<file path="src/rtl/riscv_loader_pkg.sv">
// Shared definitions for the program loader: state encoding, the
// length-field width and the number of bytes packed into one word.
// The S_CHECK state exists only when LOADER_CHECKSUM_EN is defined.
package riscv_loader_pkg;

    localparam int unsigned LEN_W          = 16;
    localparam int unsigned BYTES_PER_WORD = 4;

    typedef enum logic [2:0] {
        S_LEN_LO = 3'd0,
        S_LEN_HI = 3'd1,
        S_DATA   = 3'd2,
`ifdef LOADER_CHECKSUM_EN
        S_CHECK  = 3'd3,
`endif
        S_DONE   = 3'd4,
        S_ERROR  = 3'd5
    } state_t;

endpackage

</file>
<file path="src/rtl/program_loader_if.sv">
// Byte-stream and instruction-memory signals of the program loader.
// slave: the loader's view; master: the host / memory side.
interface program_loader_if;
    logic        rx_valid;
    logic [7:0]  rx_data;
    logic        rx_ready;
    logic        imem_we;
    logic [31:0] imem_addr;
    logic [31:0] imem_wdata;

    modport slave (
        input  rx_valid, rx_data,
        output rx_ready, imem_we, imem_addr, imem_wdata
    );

    modport master (
        output rx_valid, rx_data,
        input  rx_ready, imem_we, imem_addr, imem_wdata
    );
endinterface

</file>
<file path="src/rtl/program_loader_word_packer.sv">
// word_packer: collects little-endian bytes into 32-bit words and
// emits a one-cycle word_valid the cycle after the 4th byte arrives.
// clr_i synchronously drops any partially assembled word.
module word_packer
    import riscv_loader_pkg::*;
(
    input  logic        clk,
    input  logic        rst_n,
    input  logic        clr_i,
    input  logic        byte_vld_i,
    input  logic [7:0]  byte_i,
    output logic        last_o,
    output logic        word_valid_o,
    output logic [31:0] word_o
);

    localparam logic [1:0] LAST_IDX = 2'(BYTES_PER_WORD - 1);

    logic [1:0]  idx_q;
    logic        valid_q;
    logic [23:0] sr_q;
    logic [31:0] word_q;

    assign last_o       = (idx_q == LAST_IDX);
    assign word_valid_o = valid_q;
    assign word_o       = word_q;

    // Byte index and word strobe: control state, reset and clearable.
    always_ff @(posedge clk or negedge rst_n) begin
        if (!rst_n) begin
            idx_q   <= 2'd0;
            valid_q <= 1'b0;
        end else if (clr_i) begin
            idx_q   <= 2'd0;
            valid_q <= 1'b0;
        end else begin
            valid_q <= byte_vld_i && last_o;
            if (byte_vld_i) begin
                idx_q <= idx_q + 2'd1;
            end
        end
    end

    // Byte shift register and assembled word: earlier bytes land lower.
    always_ff @(posedge clk) begin
        if (byte_vld_i) begin
            sr_q <= {byte_i, sr_q[23:8]};
            if (last_o) begin
                word_q <= {byte_i, sr_q};
            end
        end
    end

endmodule

</file>
<file path="src/rtl/program_loader.sv">
// program_loader: receives LEN_LO, LEN_HI and N little-endian words over
// a valid/ready byte stream, writes them to instruction memory from
// BASE_ADDR upward and releases the core reset once the load completes.
// Optional LOADER_CHECKSUM_EN: a trailing XOR byte over the whole stream
// is verified before the load is declared done.
module program_loader
    import riscv_loader_pkg::*;
#(
    parameter logic [31:0] BASE_ADDR = 32'h0000_0000,
    parameter int unsigned MAX_WORDS = 256
) (
    input  logic             clk,
    input  logic             rst_n,
    program_loader_if.slave  bus,
    output logic             cpu_rst_n,
    output logic             done,
    output logic             error,
    output logic [LEN_W-1:0] words_loaded
);

`ifdef LOADER_CHECKSUM_EN
    localparam state_t S_TERM = S_CHECK;
`else
    localparam state_t S_TERM = S_DONE;
`endif

    state_t             state_q, state_d;
    logic               rdy_en_q;
    logic [7:0]         len_lo_q;
    logic [LEN_W-1:0]   len_q;
    logic [LEN_W-1:0]   cnt_q;
    logic [31:0]        addr_q;
`ifdef LOADER_CHECKSUM_EN
    logic [7:0]         xor_q;
`endif

    logic               accept;
    logic               in_data;
    logic               word_inc;
    logic               last_word;
    logic [LEN_W-1:0]   n_full;
    logic               pk_last;
    logic               pk_valid;
    logic [31:0]        pk_word;

    assign accept    = bus.rx_valid && bus.rx_ready;
    assign in_data   = (state_q == S_DATA);
    assign n_full    = {bus.rx_data, len_lo_q};
    assign last_word = (cnt_q + 16'd1 == len_q);
    assign word_inc  = accept && in_data && pk_last && (cnt_q != len_q);

    word_packer u_packer (
        .clk          (clk),
        .rst_n        (rst_n),
        .clr_i        (!in_data),
        .byte_vld_i   (accept && in_data),
        .byte_i       (bus.rx_data),
        .last_o       (pk_last),
        .word_valid_o (pk_valid),
        .word_o       (pk_word)
    );

    // Ready is gated by rdy_en_q so it stays low through reset and rises
    // on the first edge afterwards.
    assign bus.rx_ready   = rdy_en_q && (state_q != S_DONE) && (state_q != S_ERROR);
    assign bus.imem_we    = pk_valid;
    assign bus.imem_addr  = addr_q;
    assign bus.imem_wdata = pk_word;
    assign done           = (state_q == S_DONE);
    assign cpu_rst_n      = (state_q == S_DONE);
    assign error          = (state_q == S_ERROR);
    assign words_loaded   = cnt_q;

    // Next-state logic for the stream parser.
    always_comb begin
        state_d = state_q;
        unique case (state_q)
            S_LEN_LO: if (accept) state_d = S_LEN_HI;
            S_LEN_HI: begin
                if (accept) begin
                    if (32'(n_full) > MAX_WORDS) state_d = S_ERROR;
                    else if (n_full != '0)       state_d = S_DATA;
                    else                         state_d = S_TERM;
                end
            end
            S_DATA: if (accept && pk_last && last_word) state_d = S_TERM;
`ifdef LOADER_CHECKSUM_EN
            S_CHECK: begin
                if (accept) state_d = (bus.rx_data == xor_q) ? S_DONE : S_ERROR;
            end
`endif
            default: state_d = state_q;
        endcase
    end

    // State register, ready enable and saturating word counter.
    always_ff @(posedge clk or negedge rst_n) begin
        if (!rst_n) begin
            state_q  <= S_LEN_LO;
            rdy_en_q <= 1'b0;
            cnt_q    <= '0;
        end else begin
            state_q  <= state_d;
            rdy_en_q <= 1'b1;
            if (word_inc) cnt_q <= cnt_q + 16'd1;
        end
    end

    // Length capture and the write address for the word being completed.
    always_ff @(posedge clk) begin
        if (accept && state_q == S_LEN_LO) len_lo_q <= bus.rx_data;
        if (accept && state_q == S_LEN_HI) len_q    <= n_full;
        if (word_inc) addr_q <= BASE_ADDR + 32'(cnt_q) * BYTES_PER_WORD;
    end

`ifdef LOADER_CHECKSUM_EN
    // Running XOR over every accepted byte, restarted by LEN_LO.
    always_ff @(posedge clk) begin
        if (accept) xor_q <= (state_q == S_LEN_LO) ? bus.rx_data : (xor_q ^ bus.rx_data);
    end
`endif

endmodule

</file>
<file path="src/flat_wrapper.sv">
// flat-port wrapper written by rule: the top's interface ports become plain ports
module program_loader_flat import riscv_loader_pkg::*;
#(
    parameter logic [31:0] BASE_ADDR = 32'h0000_0000,
    parameter int unsigned MAX_WORDS = 256
)
  (clk, rst_n, cpu_rst_n, done, error, words_loaded, bus_rx_valid, bus_rx_data, bus_rx_ready, bus_imem_we, bus_imem_addr, bus_imem_wdata);
  program_loader_if bus_i ();
  input  logic clk;
  input  logic rst_n;
  output logic cpu_rst_n;
  output logic done;
  output logic error;
  output logic [LEN_W-1:0] words_loaded;
  input wire logic [$bits(bus_i.rx_valid)-1:0] bus_rx_valid;
  input wire logic [$bits(bus_i.rx_data)-1:0] bus_rx_data;
  output wire logic [$bits(bus_i.rx_ready)-1:0] bus_rx_ready;
  output wire logic [$bits(bus_i.imem_we)-1:0] bus_imem_we;
  output wire logic [$bits(bus_i.imem_addr)-1:0] bus_imem_addr;
  output wire logic [$bits(bus_i.imem_wdata)-1:0] bus_imem_wdata;
  assign bus_i.rx_valid = bus_rx_valid;
  assign bus_i.rx_data = bus_rx_data;
  assign bus_rx_ready = bus_i.rx_ready;
  assign bus_imem_we = bus_i.imem_we;
  assign bus_imem_addr = bus_i.imem_addr;
  assign bus_imem_wdata = bus_i.imem_wdata;
  program_loader #(.BASE_ADDR(BASE_ADDR), .MAX_WORDS(MAX_WORDS)) u_core (.clk(clk), .rst_n(rst_n), .bus(bus_i), .cpu_rst_n(cpu_rst_n), .done(done), .error(error), .words_loaded(words_loaded));
endmodule
</file>
<file path="config.mk">
export PLATFORM = sky130hd
export DESIGN_NAME = program_loader_flat
export DESIGN_NICKNAME = d
export VERILOG_FILES = /design/src/rtl/riscv_loader_pkg.sv /design/src/rtl/program_loader_if.sv /design/src/rtl/program_loader_word_packer.sv /design/src/rtl/program_loader.sv /design/src/flat_wrapper.sv
export SDC_FILE = /design/constraint.sdc
export NUM_CORES = 1
export LEC_CHECK = 0
export CAP_MARGIN = 10
export CORE_MARGIN = 4
export CORE_UTILIZATION = 55
export CTS_CLUSTER_DIAMETER = 120
export DETAILED_ROUTE_END_ITERATION = 8
export GPL_TIMING_DRIVEN = 0
export PLACE_DENSITY = 0.95
export SETUP_SLACK_MARGIN = 0.1
export SYNTH_ARGS = -nofsm -noshare
export SYNTH_HDL_FRONTEND = slang
export SYNTH_SLANG_ARGS = --single-unit
export TNS_END_PERCENT = 20
</file>
<file path="constraint.sdc">
create_clock -name clk -period 9.5 [get_ports clk]
set_input_delay 1.425 -clock clk [delete_from_list [all_inputs] [get_ports clk]]
set_output_delay 1.425 -clock clk [all_outputs]
set_load 0.01 [all_outputs]
</file>
# After elaboration in Yosys (flattened, before gate mapping)
# Index checks and enable logic that the tools add are counted.
# word_totals
out_inout_bits,85
elab_cells,50
input_bits,11
register_bits,119
# classes
reduce_logical,15
eq_ne,13
n_addsub,2
magnitude_cmp,1
muxes,9
# ops
operator,count
"16-bit by 1-bit adder with 16-bit output, second input constant",1
16-bit equality test,1
"16-bit by 9-bit greater-than comparator with 1-bit output, second input constant",1
16-bit != test,1
16-bit nonzero test,1
3-bit 2-to-1 mux,5
1-bit logical AND,10
3-bit one-hot mux with 3 select lines,1
"3-bit equality test, second input constant",2
"3-bit != test, second input constant",2
2-bit 2-to-1 mux,2
"2-bit by 1-bit != test with 1-bit output, second input constant",2
"2-bit != test, second input constant",2
4-bit AND reduction,1
"3-bit by 1-bit equality test with 1-bit output, second input constant",1
"3-bit by 2-bit equality test with 1-bit output, second input constant",1
3-bit zero test,1
3-bit nonzero test,1
"2-bit by 1-bit adder with 2-bit output, second input constant",1
"2-bit equality test, second input constant",1
2-bit AND reduction,1
1-bit 2-to-1 mux,1

# Depth between registers and ports, before layout
# logic_depth
word_depth,8
ltp_mapped,9
depth_no_buf,7

# Modules after synthesis
# From an unflattened synthesis, not the netlist that was laid out.
# hier_totals
hier_cells,307
hier_area_um2,4819.6
# modules_own_cells
mod,area_per_inst_um2,seq_area_each_um2,cells_each,n_inst
program_loader,3001.6,1701.6,241,1
word_packer,1818.0,1756.7,66,1

# Worst setup path after synthesis
# No wires, ideal clock.
# synth_timing
path_kind,input to register
from,input bus_rx_valid
to,"register u_core.cnt_q[15], in the netlist u_core.words_loaded[15]"
setup_ps,127
path_buffers,1
required_ps,9373
path_stages,7
arrival_ps,3799
path_slack_ps,5574
cell_sequence,nand2_1 > nor4b_4 > o21ai_2 > inv_1 > buf_2 > nand3_1 > xnor2_1
# synth_via
elab_chain_cells,4
# synth_lines
item,line,source
"start, declared",flat_wrapper.sv:15,input wire logic [$bits(bus_i.rx_valid)-1:0] bus_rx_valid;
1-bit logical AND,program_loader.sv:46,assign accept = bus.rx_valid && bus.rx_ready;
1-bit logical AND (3 in a row),program_loader.sv:50,assign word_inc = accept && in_data && pk_last && (cnt_q != len_q);
net u_core.word_inc,program_loader.sv:39,logic word_inc;
"end signal, assigned",program_loader.sv:105,if (word_inc) cnt_q <= cnt_q + 16'd1;
"end, declared",program_loader.sv:31,logic [LEN_W-1:0] cnt_q;
# The timed path passes the listed nets, and every way through them passes these cells.
# A chain may end at the register's enable or synchronous reset.

# Worst setup path in the final report
# layout_timing
from,register u_core.state_q[2]
to,output done
# layout_via
elab_chain_cells,1
# layout_lines
item,line,source
"start, declared",program_loader.sv:27,"state_t state_q, state_d;"
"start signal, assigned",program_loader.sv:103,state_q <= state_d;
3-bit equality test,program_loader.sv:69,assign done = (state_q == S_DONE);
"end, declared",flat_wrapper.sv:12,output logic done;
# Every way passes these cells.

==> impl_metrics.ini <==
[run]
maxCapViolations = 0

[timing]
hold_violations = 0
grt_setup_unrepaired = no
slew_viol_final = 0
finClkSkew_ns = 0.0106
finalSetupTns_ns = 0
fin_crit_sh_pct = 37.0
timing.final.ws_setup_ns = 5.98
relSlewSlack_pct = 22.0
max_freq_ghz = 0.284
worst_pin_slew_ns = 1.16
whs_ns = 0.422
min_period_ns = 3.52
setup_viol = 0

[yosys]
yosys.area.top_type_share_pct = 61.4
syn-cell-area_mm2 = 0.00470
yosys_warnings = 0
synth_ff_type = edfxtp_1
ys_types = 48
synth_top_family_by_area = simple AND/OR/NAND/NOR gates
yosysSeqAreaShare_pct = 73.6
yosysMostFrequentCell = edfxtp_1
synth-seq-cells = 119
synth_commonest_cells = 96 x edfxtp_1, 23 x dfrtp_1, 22 x xnor2_1, 21 x xor2_1, 18 x buf_4
synth_xor_area_share_pct = 8.02
synth_edf_count = 96
synthCells = 287
synth_compound_area_share_pct = 2.40
synth-simple-area-share_pct = 10.6
synth.area.mux_share_pct = 0.879
avgSynthCellArea_um2 = 16.4
async_flop_share_pct = 19.3
synth_top_area_cell = edfxtp_1
synth_area_leaders = edfxtp_1 61%, dfrtp_1 12%, xnor2_1 4.1%
synth-adder-area-share_pct = 0.533

[critical_path]
arrival_ns = 2.09
critical_path_peak_fanout = 10
path_class = flip-flop to output pin
path_buf_inv = 3
reg2regPathDepth = 7
critPathTopFamily = buffers and inverters
critPathSlowestCell = clkdlybuf4s50_1
max_stage_delay_ns = 0.52
timing.rr.end = u_core.state_q[0]
cp-end-kind = output pin
worstPathRequired_ns = 8.08
r2r_start = u_core.words_loaded[0]
path_cells = clkbuf_1 > and3_1 > buf_4 > clkdlybuf4s50_1
regToRegSetupSlack_ns = 6.98
start_kind = flip-flop

[die]
dieHeight_um = 100
design.core.area_mm2 = 0.00826
io_pins = 96
row_count = 33
die_width_um = 100
die_area_mm2 = 0.0101
initial_utilization_pct = 56.9

[power_and_ir_drop]
swShare_pct = 20.4
power.density_mw_per_mm2 = 192
pwr-share-clk_pct = 50.6
p_leak_nw = 2.38
p_comb_share_pct = 2.7
total_power_mw = 1.21
peakVddDrop_mv = 0.168
power.share.sequential_pct = 46.7
netSwitchingPower_mw = 0.248
p_int_mw = 0.965

[finish]
layout-drive-gt1-share_pct = 17.5
num_antenna_cells = 0
fill_cells = 473
nets = 417
post-route-util_pct = 76.3
multi_input_area_mm2 = 0.00112
design_area_mm2 = 0.00630
syn_to_final_growth_pct = 34.2
layout.cells.non_filler = 522
seq_area_mm2 = 0.00346

[global_routing]
grt_overflow_total = 0
antenna_found_initial = 0
grt_max_degree = 26
globalRoute.busiestLayer = met2
met3_usage_pct = 5.35
grt_util_all_layers_pct = 21.6
met2_usage_pct = 37.6
grt_pass1_wl_um = 16000
use_met1_pct = 25.2
grt_pass1_vias = 2894

[placement]
place_hpwl_um = 6650
place_area_mm2 = 0.00571
post-place-ws_ns = 5.69
numPortBuffers = 79
gp_congestion = 0.901
placed_cells = 489

[drt]
routed_via_density = 5.45
wl_per_cell_um = 19.8
num_vias = 2846
post-route-drc-count = 0
firstDrtPassIters = 5
drt_iter0_drc = 241
postRouteAntennaNets = 0
routed_wl_um = 10300

[clock_network]
clkLatencyLatePin_ns = 0.51
clkSinkCount = 119
cts_tree = built
cts_buffers = 17
path_clk_slew_ns = 0.06
max-clock-path-buffers = 2
cts.hold.buffers_added = 0
cts_resized = 0
cts.root.buffer_cell = clkbuf_8
postCtsSetupBuffers = 0
htreeDepth = 4

[status]
outcome = finished, final reports clean

[hold_path]
hold_start = u_core.u_packer.sr_q[4]
min_path_cells = 0
holdPathEnd = u_core.u_packer.word_o[4]
hold_path.class = flip-flop to flip-flop
-- power by group through the flow --
stage	Sequential, mW	Clock [mW]	Combinational [mW]
6_report	0.566	0.614	0.0325
2_1_floorplan	0.575	0	0.0177
5_1_grt	0.566	0.646	0.0354
3_5_place_dp	0.576	0	0.0311
3_3_place_gp	0.576	0	0.0301
4_1_cts	0.566	0.617	0.0317
-- kinds of logic (layout without fill, tap and decap cells) --
| family | Yosys count | after routing |
|---|---|---|
| AOI/OAI and AO/OA | 12 | 12 |
| adders and majority gates | 2 | 2 |
| xor gates and xnor gates | 43 | 43 |
| buffers and inverters | 27 | 142 |
| DFF | 119 | 119 |
| other | 2 | 17 |
| muxes | 4 | 4 |
| and+or+nand+nor | 78 | 78 |
-- worst reg2reg max path, delay by kind of cell, from the launching register on --
| kind | cells | cell delay, ns |
|---|---|---|
| compound gates | 1 | 0.24 |
| xor+xnor | 1 | 0.23 |
| fa+ha+maj | 1 | 0.29 |
| flops | 1 | 0.51 |
| mux | 1 | 0.22 |
| simple gates | 3 | 0.95 |
-- worst max-delay path by stage --
| stage | to | cells past startpoint | slack, ns | startpoint |
|---|---|---|---|---|
| finish | done | 4 | 5.98 | u_core.state_q[2] |
| global route | done | 4 | 5.87 | u_core.state_q[2] |
| CTS | done | 4 | 5.96 | u_core.state_q[2] |
| detailed placement | u_core.len_q[15] | 4 | 5.69 | bus_rx_valid |
| global placement | u_core.words_loaded[15] | 8 | 4.27 | bus_rx_valid |
| floorplan | u_core.words_loaded[15] | 7 | 5.57 | bus_rx_valid |
-- cell usage in the layout, fill, tap and decap left out, drive strengths merged, types with 2 or more instances in the layout --
cell type and n:
a21boi 2, or4 4, nand2 16, nor4 6, clkdlybuf4s50 79, nand4 8, a21oi 2, or2 2
bufinv 2, nand3b 2, o21ai 2, dfrtp 23, nor2b 2, nor2 14, clkbuf 26, mux2i 3
buf 23, nor4b 2, nor3 7, ha 2, inv 4, nand3 7, edfxtp 96, clkinv 4
xnor2 22, xor2 21, nand2b 3, conb 17, clkinvlp 4
-- flip-flops by register name, indices dropped and copies added (netlist names) --
register,cells
u_core.bus.imem_addr,16
u_core.len_lo_q,8
u_core.len_q,16
u_core.rdy_en_q,1
u_core.state_q,3
u_core.u_packer.idx_q,2
u_core.u_packer.sr_q,24
u_core.u_packer.word_o,32
u_core.u_packer.word_valid_o,1
u_core.words_loaded,16
-- metal layers --
| metal | vias up | share of wire (%) |
|---|---|---|
| met3 | 31 | 6.5 |
| met2 | 167 | 54 |
| met5 | - | 0 |
| li1 | 1254 | - |
| met4 | 0 | 3.1 |
| met1 | 1394 | 36 |
-- layout make-up --
type | count | share of cell area (%)
Clock buffer | 21 | 7.13
Tap cell | 105 | 2.08
Multi-Input combinational cell | 156 | 17.8
Clock inverter | 11 | 2.01
Sequential cell | 119 | 54.9
Buffer | 24 | 2.60
Timing Repair Buffer | 83 | 13.3
Inverter | 3 | 0.179
Note: power is estimated with default switching activity, not from simulation.
